--- config.mk ---
export PLATFORM = sky130hd
export DESIGN_NAME = key_4x4_scan_flat
export DESIGN_NICKNAME = d
export VERILOG_FILES = /design/src/rtl/key_4x4_scan_if.sv /design/src/rtl/key_4x4_scan.sv /design/src/flat_wrapper.sv
export SDC_FILE = /design/constraint.sdc
export NUM_CORES = 1
export LEC_CHECK = 0
export CAP_MARGIN = 20
export CORE_ASPECT_RATIO = 0.9
export CORE_MARGIN = 3
export CORE_UTILIZATION = 35
export DETAILED_ROUTE_END_ITERATION = 8
export PLACE_DENSITY = 0.55
export SLEW_MARGIN = 20
export SYNTH_ARGS = -nofsm -noshare
export SYNTH_HDL_FRONTEND = slang
export SYNTH_SLANG_ARGS = --single-unit
--- constraint.sdc ---
create_clock -name Clk -period 2.52 [get_ports Clk]
set_clock_uncertainty 0.15 [all_clocks]
set_input_delay 0.252 -clock Clk [delete_from_list [all_inputs] [get_ports Clk]]
set_output_delay 0.252 -clock Clk [all_outputs]
set_load 0.01 [all_outputs]
--- src/rtl/key_4x4_scan_if.sv ---
// Keypad pin and key-event bundle for key_4x4_scan.
// Optional Key_Rel_Flag exists only when KEY_REL_FLAG_EN is defined.
interface key_4x4_scan_if;
    logic [3:0] Key_Row;
    logic [3:0] Key_Col;
    logic       Key_Flag;
    logic [3:0] Key_Value;
    logic       Key_State;
`ifdef KEY_REL_FLAG_EN
    logic       Key_Rel_Flag;

    modport master (
        input  Key_Row,
        output Key_Col, Key_Flag, Key_Value, Key_State, Key_Rel_Flag
    );
    modport slave (
        output Key_Row,
        input  Key_Col, Key_Flag, Key_Value, Key_State, Key_Rel_Flag
    );
`else
    modport master (
        input  Key_Row,
        output Key_Col, Key_Flag, Key_Value, Key_State
    );
    modport slave (
        output Key_Row,
        input  Key_Col, Key_Flag, Key_Value, Key_State
    );
`endif
endinterface

--- src/rtl/key_4x4_scan.sv ---
// 4x4 keypad column scanner with press/release debounce and one-cycle key flag.
// Define KEY_REL_FLAG_EN to add the one-cycle Key_Rel_Flag release pulse.
module key_4x4_scan #(
    parameter int DEBOUNCE_CYC = 1_000_000,
    parameter int SETTLE_CYC   = 8
) (
    input  logic           Clk,
    input  logic           Rst_n,
    key_4x4_scan_if.master kp
);
    localparam int CNT_W = (DEBOUNCE_CYC > 1) ? $clog2(DEBOUNCE_CYC) : 1;
    localparam int SET_W = (SETTLE_CYC > 1) ? $clog2(SETTLE_CYC) : 1;
    localparam logic [CNT_W-1:0] CNT_LAST = CNT_W'(DEBOUNCE_CYC - 1);
    localparam logic [SET_W-1:0] SET_LAST = SET_W'(SETTLE_CYC - 1);

    typedef enum logic [2:0] {
        IDLE, P_FILT, SCAN, HIT, WAIT_REL, R_FILT
    } state_t;

    state_t           state_q, state_d;
    logic [CNT_W-1:0] cnt_q, cnt_d;
    logic [SET_W-1:0] settle_q, settle_d;
    logic [1:0]       col_q, col_d;
    logic [3:0]       row_meta_q, row_meta_d;
    logic [3:0]       row_s_q, row_s_d;
    logic [3:0]       key_col_q, key_col_d;
    logic             key_flag_q, key_flag_d;
    logic [3:0]       key_value_q, key_value_d;
    logic             key_state_q, key_state_d;
    logic             rel_done;
    logic             row_idle;
    logic [1:0]       row_idx;

    always_comb begin
        row_meta_d = kp.Key_Row;
        row_s_d    = row_meta_q;
    end

    assign row_idle = (row_s_q == 4'b1111);

    // Lowest-index low row wins when several rows answer the same column.
    always_comb begin
        row_idx = 2'd0;
        for (int i = 3; i >= 0; i--) begin
            if (!row_s_q[i]) row_idx = 2'(i);
        end
    end

    always_comb begin
        state_d     = state_q;
        cnt_d       = cnt_q;
        settle_d    = settle_q;
        col_d       = col_q;
        key_value_d = key_value_q;
        key_state_d = key_state_q;
        rel_done    = 1'b0;

        case (state_q)
            IDLE: begin
                if (!row_idle) begin
                    state_d = P_FILT;
                    cnt_d   = '0;
                end
            end
            P_FILT: begin
                if (row_idle) begin
                    state_d = IDLE;
                end else if (cnt_q == CNT_LAST) begin
                    state_d  = SCAN;
                    col_d    = 2'd0;
                    settle_d = '0;
                end else begin
                    cnt_d = cnt_q + 1'b1;
                end
            end
            SCAN: begin
                if (settle_q != SET_LAST) begin
                    settle_d = settle_q + 1'b1;
                end else if (!row_idle) begin
                    // Value and state change together with the flag.
                    key_value_d = {row_idx, col_q};
                    key_state_d = 1'b1;
                    state_d     = HIT;
                end else if (col_q != 2'd3) begin
                    col_d    = col_q + 2'd1;
                    settle_d = '0;
                end else begin
                    state_d = IDLE;
                end
            end
            HIT: begin
                state_d = WAIT_REL;
            end
            WAIT_REL: begin
                if (row_idle) begin
                    state_d = R_FILT;
                    cnt_d   = '0;
                end
            end
            R_FILT: begin
                if (!row_idle) begin
                    state_d = WAIT_REL;
                end else if (cnt_q == CNT_LAST) begin
                    state_d     = IDLE;
                    key_state_d = 1'b0;
                    rel_done    = 1'b1;
                end else begin
                    cnt_d = cnt_q + 1'b1;
                end
            end
            default: begin
                state_d = IDLE;
            end
        endcase

        // Outputs are registered from the next state so they align with it.
        key_flag_d = (state_d == HIT);
        key_col_d  = (state_d == SCAN) ? ~(4'b0001 << col_d) : 4'b0000;
    end

    always_ff @(posedge Clk or negedge Rst_n) begin
        if (!Rst_n) begin
            state_q     <= IDLE;
            cnt_q       <= '0;
            settle_q    <= '0;
            col_q       <= 2'd0;
            row_meta_q  <= 4'b1111;
            row_s_q     <= 4'b1111;
            key_col_q   <= 4'b0000;
            key_flag_q  <= 1'b0;
            key_value_q <= 4'd0;
            key_state_q <= 1'b0;
        end else begin
            state_q     <= state_d;
            cnt_q       <= cnt_d;
            settle_q    <= settle_d;
            col_q       <= col_d;
            row_meta_q  <= row_meta_d;
            row_s_q     <= row_s_d;
            key_col_q   <= key_col_d;
            key_flag_q  <= key_flag_d;
            key_value_q <= key_value_d;
            key_state_q <= key_state_d;
        end
    end

    assign kp.Key_Col   = key_col_q;
    assign kp.Key_Flag  = key_flag_q;
    assign kp.Key_Value = key_value_q;
    assign kp.Key_State = key_state_q;

`ifdef KEY_REL_FLAG_EN
    logic rel_flag_q, rel_flag_d;

    always_comb begin
        rel_flag_d = rel_done;
    end

    always_ff @(posedge Clk or negedge Rst_n) begin
        if (!Rst_n) begin
            rel_flag_q <= 1'b0;
        end else begin
            rel_flag_q <= rel_flag_d;
        end
    end

    assign kp.Key_Rel_Flag = rel_flag_q;
`else
    logic unused_rel;
    assign unused_rel = rel_done;
`endif

endmodule
--- src/flat_wrapper.sv ---
// flat-port wrapper written by rule: the top's interface ports become plain ports
module key_4x4_scan_flat 
#(
    parameter int DEBOUNCE_CYC = 1_000_000,
    parameter int SETTLE_CYC   = 8
)
  (Clk, Rst_n, kp_Key_Row, kp_Key_Col, kp_Key_Flag, kp_Key_Value, kp_Key_State);
  key_4x4_scan_if kp_i ();
  input  logic Clk;
  input  logic Rst_n;
  input wire logic [$bits(kp_i.Key_Row)-1:0] kp_Key_Row;
  output wire logic [$bits(kp_i.Key_Col)-1:0] kp_Key_Col;
  output wire logic [$bits(kp_i.Key_Flag)-1:0] kp_Key_Flag;
  output wire logic [$bits(kp_i.Key_Value)-1:0] kp_Key_Value;
  output wire logic [$bits(kp_i.Key_State)-1:0] kp_Key_State;
  assign kp_i.Key_Row = kp_Key_Row;
  assign kp_Key_Col = kp_i.Key_Col;
  assign kp_Key_Flag = kp_i.Key_Flag;
  assign kp_Key_Value = kp_i.Key_Value;
  assign kp_Key_State = kp_i.Key_State;
  key_4x4_scan #(.DEBOUNCE_CYC(DEBOUNCE_CYC), .SETTLE_CYC(SETTLE_CYC)) u_core (.Clk(Clk), .Rst_n(Rst_n), .kp(kp_i));
endmodule
==> summary.md <==
* **outcome** complete, no violations
* **vertical die dimension** 82.0 um
* **longest individual stage delay on the worst path** 570 ps
* **number of global-route vias before repair** 1644
* **fraction of layout instances using a drive strength above 1** 0.185
* **setup slack after layout** 204 ps
* **post-detailed-placement half-perimeter wirelength** 3150 um
* **DR iter-0 viols** 109
* **placer's final routability congestion estimate** 0.767
* **most instantiated library cell after synthesis** sky130_fd_sc_hd__dfrtp_1
* **largest delay contributor family on the critical path** simple AND/OR/NAND/NOR gates
* **endpoint required time on the critical path** 2560 ps
* **dpl ws** 208 ps
* **CP endpoint kind** register
* **top cell type by total area after synthesis** sky130_fd_sc_hd__dfrtp_1
* **number of standard cells after synthesis** 219
* **number of top-level pins** 16
* **launching element type of the critical path** register
* **Min Clock Period, post-route** 2320 ps
* **Total Nets Final** 256
* **largest vdd supply drop** 0.000251 V
* **max-slew violation count** 0
* **data arrival at the endpoint of the critical path** 2360 ps
* **clock latency of the later-clocked register in the worst-skew pair** 300 ps
* **antenna viol nets, final** 0
* **overall via count from detail_route** 1681
* **most frequent cells after synthesis** sky130_fd_sc_hd__dfrtp_1, sky130_fd_sc_hd__nand2_1, sky130_fd_sc_hd__nand3_1
* **ordered cell list for the critical path** or4b_4, nor4_4, and2_1, mux2_2, a22o_1
* **Warnings, synthesis** 0
* **row cnt** 27
* **count of instances resized after the clock tree is built** 0
* **upper clock frequency limit** 432 MHz
* **PwrDens** 625 nW/um^2
* **count of buffers added by post-CTS timing repair for setup** 0
* **post-synth net total** 228
* **routed wire length per instance** 13.4 um
* **CP Buf/Inv Count** 0
* **number of vias per cell after detailed routing** 5.02
* **worst slew margin relative to its limit** 0.598
* **buffer cell driving the clock tree root** sky130_fd_sc_hd__clkbuf_8
* **Clk pin slew, worst setup/hold paths** 90 ps
* **total congestion overflow** 0
* **flops & latches, synth** 46
* **clock buffer count from CTS** 5
* **synthesized cell area** 2240 sq um
* **Routed Wire Length** 4480 um
* **wire length of the first global-routing pass** 7960 um
* **static leakage** 1.12 nW
* **Async SR Flop Fraction** 1.00
* **effective utilization at floorplan** 0.365
* **TritonCTS sink count** 46
* **critical path peak fanout** 7
* **Port Buf Inserts** 15
* **library cells used by synthesis** 48
* **cell types with the largest area share after synthesis** sky130_fd_sc_hd__dfrtp_1, sky130_fd_sc_hd__dfstp_2, sky130_fd_sc_hd__nand2_1, sky130_fd_sc_hd__nand3_1, sky130_fd_sc_hd__xnor2_1
* **kind of critical path** register to register
* **most instantiated flip-flop cell in the synthesis netlist** sky130_fd_sc_hd__dfrtp_1
* **placeable core region** 6150 sq um
* **number of buffers on the longest clock path** 2
* **Worst Tran Pin Value** 597 ps
* **n_diodes** 0
* **number of setup violations in the final report** 0
* **width of the chip** 90.4 um
* **total die area** 7410 sq um
* **area share of the leading cell type in the synthesized netlist** 0.424
* **RSZ-0062 raised after global routing** no
* **largest net degree at the start of global routing** 47
* **Final TNS setup** 0 ps
* **residual DRC count** 0
* **class of the most critical hold timing path** register to register
* **number of flops mapped to enable cells by yosys** 0
* **Post-CTS Hold Buffers** 1
* **final hold violation count** 0
* **number of iterations in the first detailed-routing pass** 4
* **TritonCTS clock tree** yes
* **master of the slowest instance on the critical path** sky130_fd_sc_hd__or4b_4
* **final worst-path cycle share** 0.919
* **growth of design area from synthesis to finish** 19.7%
* **overall fraction of global-route tracks in use** 0.133
* **antenna violations before repair** 0
* **Maximum Capacitance Violations** 0
* **sequential cell area fraction in the yosys report** 0.518
* **H-tree levels** 2
* **mean cell area of the mapped netlist** 10.2 sq um
[final cells by class]
class | count | area, sq um
multi-input cells | 158 | 993
well taps | 87 | 109
repair buffers | 29 | 253
inverters | 7 | 26.3
clock inverters | 2 | 60.1
fillers | 607 | 3460
clock buffers | 6 | 82.6
flip-flops and latches | 46 | 1160
[where the power goes]
part           internal, mW  switching, mW
clock network         0.423          0.245
logic                0.0741         0.0791
registers             0.790         0.0665
total                  1.29          0.391
[sequential cells by signal, indices dropped and copies added, names as in the netlist]
signal               cells
u_core.kp.Key_Flag       1
u_core.kp.Key_State      1
u_core.row_meta_q        4
u_core.kp.Key_Col        4
u_core.kp.Key_Value      4
u_core.row_s_q           4
u_core.settle_q          3
u_core.state_q           3
u_core.col_q             2
u_core.cnt_q            20
[layout by cell type (no fill, tap or decap), types with 2 or more instances in the layout]
master	Yosys	layout
sky130_fd_sc_hd__a21oi_1	12	12
sky130_fd_sc_hd__a21oi_2	4	4
sky130_fd_sc_hd__a22o_1	3	3
sky130_fd_sc_hd__a31oi_1	3	3
sky130_fd_sc_hd__and3_1	2	2
sky130_fd_sc_hd__and4_1	5	5
sky130_fd_sc_hd__buf_4	2	13
sky130_fd_sc_hd__bufinv_16	0	2
sky130_fd_sc_hd__clkbuf_8	0	6
sky130_fd_sc_hd__clkdlybuf4s50_1	0	14
sky130_fd_sc_hd__dfrtp_1	38	38
sky130_fd_sc_hd__dfstp_2	8	8
sky130_fd_sc_hd__ha_1	3	3
sky130_fd_sc_hd__inv_1	7	7
sky130_fd_sc_hd__mux2_2	2	2
sky130_fd_sc_hd__nand2_1	20	20
sky130_fd_sc_hd__nand2b_1	2	2
sky130_fd_sc_hd__nand3_1	15	15
sky130_fd_sc_hd__nand4_1	4	4
sky130_fd_sc_hd__nor2_1	14	14
sky130_fd_sc_hd__nor2b_1	2	2
sky130_fd_sc_hd__nor3_1	5	5
sky130_fd_sc_hd__nor4_1	5	5
sky130_fd_sc_hd__nor4b_1	2	2
sky130_fd_sc_hd__o21ai_0	8	8
sky130_fd_sc_hd__o21ai_1	9	9
sky130_fd_sc_hd__or3_1	8	8
sky130_fd_sc_hd__or3_2	5	5
sky130_fd_sc_hd__xnor2_1	7	7
[metal layers]
layer | vias to the layer above | global-route usage | wire [um]
li1 | 844 | - | -
met1 | 807 | 0.188 | 2400
met2 | 28 | 0.204 | 1880
met3 | 2 | 0.0311 | 168
met4 | 0 | 0.0367 | 27
met5 | - | 0 | 0
[path summary, 6_finish.rpt]
kind                                 startpoint                  to  slack, ps  cells past startpoint
setup / recovery                u_core.cnt_q[8]     u_core.cnt_q[0]        200                      5
min in group asynchronous                 Rst_n  u_core.settle_q[2]        410                      3
setup reg to reg                u_core.cnt_q[8]     u_core.cnt_q[0]        200                      5
max in group asynchronous                 Rst_n   u_core.row_s_q[3]       1410                      3
hold reg to reg            u_core.row_meta_q[2]   u_core.row_s_q[2]        210                      0
hold / removal             u_core.row_meta_q[2]   u_core.row_s_q[2]        210                      0
[stage by stage]
step	hold WS (ps)	total power [mW]	std cells	util	instance area (sq um)
floorplan	-194	0.956	219	-	2240
global placement	198	1.01	326	0.412	2530
detailed placement	197	1.02	326	0.412	2530
CTS	191	1.71	335	0.437	2690
global route	192	1.77	335	0.437	2690
finish	208	1.68	335	0.437	2690
[cell families (layout without fill, tap and decap cells)]
group / Yosys count / count (layout) / share of synthesized area
AO/OA/AOI/OAI: 45 / 45 / 0.122
multiplexers: 4 / 4 / 0.0206
AND/OR/NAND/NOR: 98 / 98 / 0.253
adder cells (fa/ha/maj): 3 / 3 / 0.0167
flip-flops: 46 / 46 / 0.518
buffers and inverters: 15 / 44 / 0.0396
XOR/XNOR: 8 / 8 / 0.0312
Note: power is estimated with default switching activity, not from simulation.
